**config.mk**
```make
export PLATFORM = sky130hd
export DESIGN_NAME = instruction_queue
export DESIGN_NICKNAME = d
export VERILOG_FILES = /design/src/rtl/viola_pkg.sv /design/src/rtl/iq_storage.sv /design/src/rtl/instruction_queue.sv
export SDC_FILE = /design/constraint.sdc
export NUM_CORES = 1
export LEC_CHECK = 0
export CORE_ASPECT_RATIO = 1.75
export CORE_MARGIN = 3
export CORE_UTILIZATION = 45
export DETAILED_ROUTE_END_ITERATION = 12
export GPL_TIMING_DRIVEN = 0
export PLACE_DENSITY = 0.72
export SYNTH_ARGS = -nofsm -noshare
export SYNTH_HDL_FRONTEND = slang
export SYNTH_SLANG_ARGS = --single-unit
```
**constraint.sdc**
```tcl
create_clock -name clk -period 7.9 [get_ports clk]
set_clock_uncertainty 0.2 [all_clocks]
set_input_delay 1.975 -clock clk [delete_from_list [all_inputs] [get_ports clk]]
set_output_delay 1.975 -clock clk [all_outputs]
set_load 0.1 [all_outputs]
```
**src/rtl/viola_pkg.sv**
```systemverilog
// Shared fetch-path types for the instruction queue: entry layout and RVC detection.
package viola_pkg;
  localparam int XLEN = 32;
  localparam logic [1:0] RVC_OPCODE_MASK = 2'b11;

  typedef struct packed {
    logic [XLEN-1:0] instr;
    logic [XLEN-1:0] pc;
    logic            is_rvc;
  } iq_entry_t;

  // Compressed words carry garbage in the upper half; clear it so decode sees a clean RVC.
  function automatic iq_entry_t make_entry(input logic [XLEN-1:0] instr,
                                           input logic [XLEN-1:0] pc);
    iq_entry_t e;
    e.instr  = instr;
    e.pc     = pc;
    e.is_rvc = ((instr[1:0] & RVC_OPCODE_MASK) != RVC_OPCODE_MASK);
    if (e.is_rvc) e.instr[XLEN-1:16] = '0;
    return e;
  endfunction
endpackage

```
**src/rtl/iq_storage.sv**
```systemverilog
// Entry array for the instruction queue: one write port, one asynchronous read port, no data reset.
module iq_storage
  import viola_pkg::*;
#(
  parameter int DEPTH = 16,
  parameter int AW    = $clog2(DEPTH)
) (
  input  logic            i_clk,
  input  logic            i_we,
  input  logic [AW-1:0]   i_waddr,
  input  iq_entry_t       i_wdata,
  input  logic [AW-1:0]   i_raddr,
  output iq_entry_t       o_rdata
);
  iq_entry_t r_mem [DEPTH];

  always_ff @(posedge i_clk) begin
    if (i_we) r_mem[i_waddr] <= i_wdata;
  end

  assign o_rdata = r_mem[i_raddr];
endmodule

```
**src/rtl/instruction_queue.sv**
```systemverilog
// In-order fetch buffer between IC and decode: first-word-fall-through head, registered
// almost-full back-pressure, synchronous flush on redirect and a sticky overflow flag.
module instruction_queue
  import viola_pkg::*;
#(
  parameter int DEPTH       = 16,
  parameter int FULL_MARGIN = 2
) (
  input  logic                   clk,
  input  logic                   rst_n,
  input  logic                   flush,
  input  logic                   in_valid,
  input  logic [XLEN-1:0]        in_instr,
  input  logic [XLEN-1:0]        in_pc,
  input  logic                   out_ready,
  output logic                   out_valid,
  output logic [XLEN-1:0]        out_instr,
  output logic [XLEN-1:0]        out_pc,
  output logic                   out_is_rvc,
  output logic                   iq_full,
  output logic [$clog2(DEPTH):0] count,
  output logic                   overflow_err
);
  localparam int AW = $clog2(DEPTH);
  localparam int CW = AW + 1;
  localparam logic [CW-1:0] C_DEPTH  = CW'(DEPTH);
  localparam logic [CW-1:0] C_MARGIN = CW'(FULL_MARGIN);

  logic [AW-1:0] r_head;
  logic [AW-1:0] r_tail;
  logic [CW-1:0] r_count;
  logic          r_iq_full;
  logic          r_overflow;

  logic          w_nonempty;
  logic          w_full;
  logic          w_push;
  logic          w_pop;
  logic          w_ovf_set;
  logic [CW-1:0] w_count_next;
  logic          w_iq_full_next;
  iq_entry_t     w_wdata;
  iq_entry_t     w_head_entry;

  assign w_nonempty = (r_count != '0);
  assign w_full     = (r_count == C_DEPTH);
  assign w_pop      = w_nonempty && out_ready && !flush;
  // A pop in the same cycle frees a slot, so a full queue can still accept.
  assign w_push     = in_valid && !flush && (!w_full || w_pop);
  assign w_ovf_set  = in_valid && !flush && w_full && !w_pop;
  assign w_wdata    = make_entry(in_instr, in_pc);

  always_comb begin
    w_count_next = r_count;
    if (flush) begin
      w_count_next = '0;
    end else begin
      case ({w_push, w_pop})
        2'b10:   w_count_next = r_count + CW'(1);
        2'b01:   w_count_next = r_count - CW'(1);
        default: w_count_next = r_count;
      endcase
    end
  end

  assign w_iq_full_next = ((C_DEPTH - w_count_next) <= C_MARGIN);

  always_ff @(posedge clk or negedge rst_n) begin
    if (!rst_n) begin
      r_head     <= '0;
      r_tail     <= '0;
      r_count    <= '0;
      r_iq_full  <= 1'b0;
      r_overflow <= 1'b0;
    end else begin
      if (flush) begin
        r_head <= '0;
        r_tail <= '0;
      end else begin
        if (w_push) r_tail <= r_tail + AW'(1);
        if (w_pop)  r_head <= r_head + AW'(1);
      end
      r_count   <= w_count_next;
      r_iq_full <= w_iq_full_next;
      // Survives flush so a lost word is still visible after the redirect.
      if (w_ovf_set) r_overflow <= 1'b1;
    end
  end

  iq_storage #(
    .DEPTH (DEPTH),
    .AW    (AW)
  ) u_storage (
    .i_clk   (clk),
    .i_we    (w_push),
    .i_waddr (r_tail),
    .i_wdata (w_wdata),
    .i_raddr (r_head),
    .o_rdata (w_head_entry)
  );

  // Outputs are forced to zero when empty so reset and flush present a clean interface.
  assign out_valid    = w_nonempty;
  assign out_instr    = w_nonempty ? w_head_entry.instr  : '0;
  assign out_pc       = w_nonempty ? w_head_entry.pc     : '0;
  assign out_is_rvc   = w_nonempty ? w_head_entry.is_rvc : 1'b0;
  assign iq_full      = r_iq_full;
  assign count        = r_count;
  assign overflow_err = r_overflow;
endmodule

```
==> impl_results.md <==
* Outcome: finished with violations
* Violations in the final reports: design-rule violations
* Path category of the worst min-delay check: reg -> reg
* Dominant cell type by area after synthesis: sky130_fd_sc_hd__edfxtp_1
* Warnings, synthesis at 0
* Synthesized area per cell at 24.2 sq um
* Net count after synthesis at 1755
* Clock buffer count from CTS at 84
* RSZ-0062 raised after global routing: false
* Rel. slew slack at 18.3%
* Total count of hold-check failures in the final report at 0
* Number of enable-type register cells in the synthesized netlist at 1040
* Source of the worst register-to-register timing path: count[0]$_DFF_PN0_
* Worst-Margin Slew at 1.23 ns
* Commonest cells after routing, fill and taps aside: sky130_fd_sc_hd__edfxtp_1 (1040), sky130_fd_sc_hd__mux4_2 (325), sky130_fd_sc_hd__clkdlybuf4s50_1 (141)
* 1st-iter DRT viols at 1802
* Largest family of logic cells by synthesized area: multiplexers
* Final weighted congestion in routability-driven placement at 0.793
* Post-synthesis simple-gate area fraction at 2.31%
* Total non-filler cell area in the finished layout at 47200 sq um
* Clock tree from TritonCTS: yes
* Kind of cell adding the most delay to the critical path: buffers and inverters
* Initial antenna violation count at 10
* Port-buffer cells at 141
* Highest net fanout along the worst path at 10
* DR pass1 iterations at 11
* Complex-gate fraction of the synthesized area at 0.404%
* Final critical path time including I/O delays and setup at 7.72 ns
* Final net count at 2035
* Most frequent CP cell: sky130_fd_sc_hd__clkbuf_1
* Max Clock Freq at 130 MHz
* Kind of end point of the critical path: primary output
* Area after DPL at 44400 sq um
* Global-route wire length before repair at 136000 um
* Latest clock arrival within the worst-skew pair at 0.65 ns
* DRT Wirelength at 94400 um
* Final worst-path cycle share at 97.7%
* Die width at 233 um
* Antenna Nets Post-Route at 0
* Most common cell after layout, fill and taps aside: sky130_fd_sc_hd__edfxtp_1
* Overall die area at 94000 sq um
* Root buffer cell: sky130_fd_sc_hd__clkbuf_16
* Number of failing setup endpoints in the final timing report at 0
* Share of Yosys cell area claimed by the top area cell type at 76.9%
* Final HPWL from detailed placement at 60300 um
* Pwr dens at 264 nW/um^2
* Placement Rows at 145
* Number of buffer and inverter stages on the critical path at 4
* Core area at 89400 sq um
* Via count of the routed design at 18.8k
* XOR/XNOR share of the synthesized area at 0.129%
* Leakage dissipation at 14.3 nW
* Dominant cells by area after synthesis: sky130_fd_sc_hd__edfxtp_1 (77%), sky130_fd_sc_hd__mux4_2 (18%), sky130_fd_sc_hd__and2_1 (1.1%)
* Launch point of the worst hold path: overflow_err$_DFFE_PN0P_
* Residual DRC count at 2
* Remaining Overflow, GRT at 0
* Portion of netlist area occupied by mux cells at 18.0%
* Detailed-route vias per instance at 5.88
* Wirelength per Cell at 29.5 um
* Ratio of cells with drive above 1 in the final layout at 26.9%
* Critical path class: reg -> out
* CTS Sinks at 1055
* Total of flip-flops plus latches after synthesis at 1055
* Height of the die at 403 um
* Synth-to-layout area growth at 16.2%
* Critical path arrival at 5.54 ns
* Cells along the critical path: clkbuf_1, clkbuf_1, clkbuf_1, mux4_2, mux4_2, and2_1, clkdlybuf4s50_1
* Worst hold slack at 0.333 ns
* Cells after Synth at 1678
* Longest individual stage delay on the worst path at 0.99 ns
* Overall Global Routing Usage at 20.3%
* Critical-path top delay cell: sky130_fd_sc_hd__clkdlybuf4s50_1
* Maximum clock insertion buffer count at 3
* IR drop worst, VDD at 0.191 mV
* Number of global-route vias before repair at 20.2k
* Worst Setup Start Kind: register
* Share of the yosys chip area belonging to registers at 77.9%
* Max-cap violation count at 0
* Clock edge transition at the registers on the reported setup and hold paths at 0.07 ns
* Required time of the critical path at 5.73 ns
* Initial cell density of the core at 45.4%
* Maximum level of the CTS H-tree at 3
* Async set or reset register ratio after synthesis at 1.42%
* Post-layout utilization of the core at 52.7%
* Count of different cell masters after synthesis at 47
* Timing startpoint of the critical path: r_head[0]$_DFFE_PN0P_
* Fraction of the mapped netlist area in adder cells at 0.247%
* Most used flip-flop cell after synthesis: sky130_fd_sc_hd__edfxtp_1
* Final-report max-slew violation count at 0
* Synthesized area at 40600 sq um
* Fill cells at 6588
* Largest net degree at the start of global routing at 45
* Register-to-register setup slack at 4.02 ns
* Number of primary I/O pins at 142
* Hold_buf cts at 0
## per-layer routing
layer / vias up / global-route usage, % / wire [um]
li1: 7751 / - / -
met3: 212 / 3.66 / 6410
met4: 6 / 8.24 / 3520
met5: - / 0 / 40
met1: 10000 / 23.3 / 31900
met2: 876 / 37.3 / 52600
## worst paths after layout
path	to	depth (start not counted)
setup reg to reg	u_storage.r_mem[5][59]$_DFFE_PP_	11
min in group asynchronous	count[2]$_DFF_PN0_	1
setup / recovery	out_pc[24]	7
hold reg to reg	overflow_err$_DFFE_PN0P_	1
max in group asynchronous	r_tail[3]$_DFFE_PN0P_	1
hold / removal	overflow_err$_DFFE_PN0P_	1
## cell type report
class	count	area, sq um	share of cell area, %
flip-flops and latches	1055	31600	67.0
multi-input cells	520	8640	18.3
repair buffers	194	2250	4.78
clock buffers	102	2210	4.69
well taps	1176	1470	3.12
clock inverters	49	542	1.15
plain buffers	91	394	0.835
inverters	12	45.0	0.0955
diodes	6	15.0	0.0318
## sequential cells by signal, summed over array words and instances, names as in the netlist
signal           count
u_storage.r_mem   1040
count                5
r_head               4
r_tail               4
iq_full              1
overflow_err         1
## per-stage QoR
step | instances | total power, mW | TNS (ns) | setup WS, ns
after global routing | 3202 | 12.8 | 0 | 0.00960
after floorplan | 1678 | 7.73 | -29.27 | -0.113
final | 3205 | 12.4 | 0 | 0.182
after CTS | 3199 | 12.5 | 0 | 0.000113
after detailed placement | 3048 | 8.31 | 0 | 0.697
after global placement | 2995 | 8.29 | -2356.59 | -6.50
## synth_stat cells (2+ instances only)
| cell | n |
|---|---|
| sky130_fd_sc_hd__edfxtp_1 | 1040 |
| sky130_fd_sc_hd__mux4_2 | 325 |
| sky130_fd_sc_hd__and2_1 | 74 |
| sky130_fd_sc_hd__clkbuf_1 | 68 |
| sky130_fd_sc_hd__buf_1 | 18 |
| sky130_fd_sc_hd__and3_1 | 17 |
| sky130_fd_sc_hd__nor2_1 | 16 |
| sky130_fd_sc_hd__dfrtp_1 | 15 |
| sky130_fd_sc_hd__inv_1 | 12 |
| sky130_fd_sc_hd__nand2_1 | 12 |
| sky130_fd_sc_hd__nand3_1 | 10 |
| sky130_fd_sc_hd__ha_1 | 8 |
| sky130_fd_sc_hd__o21ai_0 | 6 |
| sky130_fd_sc_hd__a21oi_1 | 5 |
| sky130_fd_sc_hd__nor3_1 | 5 |
| sky130_fd_sc_hd__nor4_1 | 5 |
| sky130_fd_sc_hd__xor2_1 | 4 |
| sky130_fd_sc_hd__nand4_1 | 3 |
| sky130_fd_sc_hd__or3_1 | 3 |
| sky130_fd_sc_hd__a211o_1 | 2 |
| sky130_fd_sc_hd__nand2b_1 | 2 |
| sky130_fd_sc_hd__o41ai_1 | 2 |
| sky130_fd_sc_hd__xnor2_1 | 2 |
## logic make-up (layout without fill, tap and decap cells)
logic type               Yosys count  after routing
AO/OA/AOI/OAI                     22             22
multiplexers                     325            325
flip-flops                      1055           1055
AND/OR/NAND/NOR                  159            159
buffers and inverters            103            448
other                              0              6
XOR/XNOR                           6              6
adder cells (fa/ha/maj)            8              8
## worst register-to-register path: cells and delay by family, from the launching register on
kind / cells / cell delay (ns)
and+or+nand+nor: 5 / 1.70
buffers and inverters: 5 / 1.08
DFF: 1 / 0.38
AOI/OAI and AO/OA: 1 / 0.20
## where the power goes
part / leakage [nW] / internal (mW) / switching [mW] / total, mW
combinational: 3.38 / 0.689 / 1.28 / 1.97
clock: 1.33 / 2.36 / 1.91 / 4.28
sequential: 9.60 / 6.19 / 0.0144 / 6.20
## repair_timing
item	in CTS	in global routing
endpoints found under the setup margin	3	56
resized for setup	1	34
buffers inserted	0	0
No activity file was read; power rests on OpenSTA's default activity.
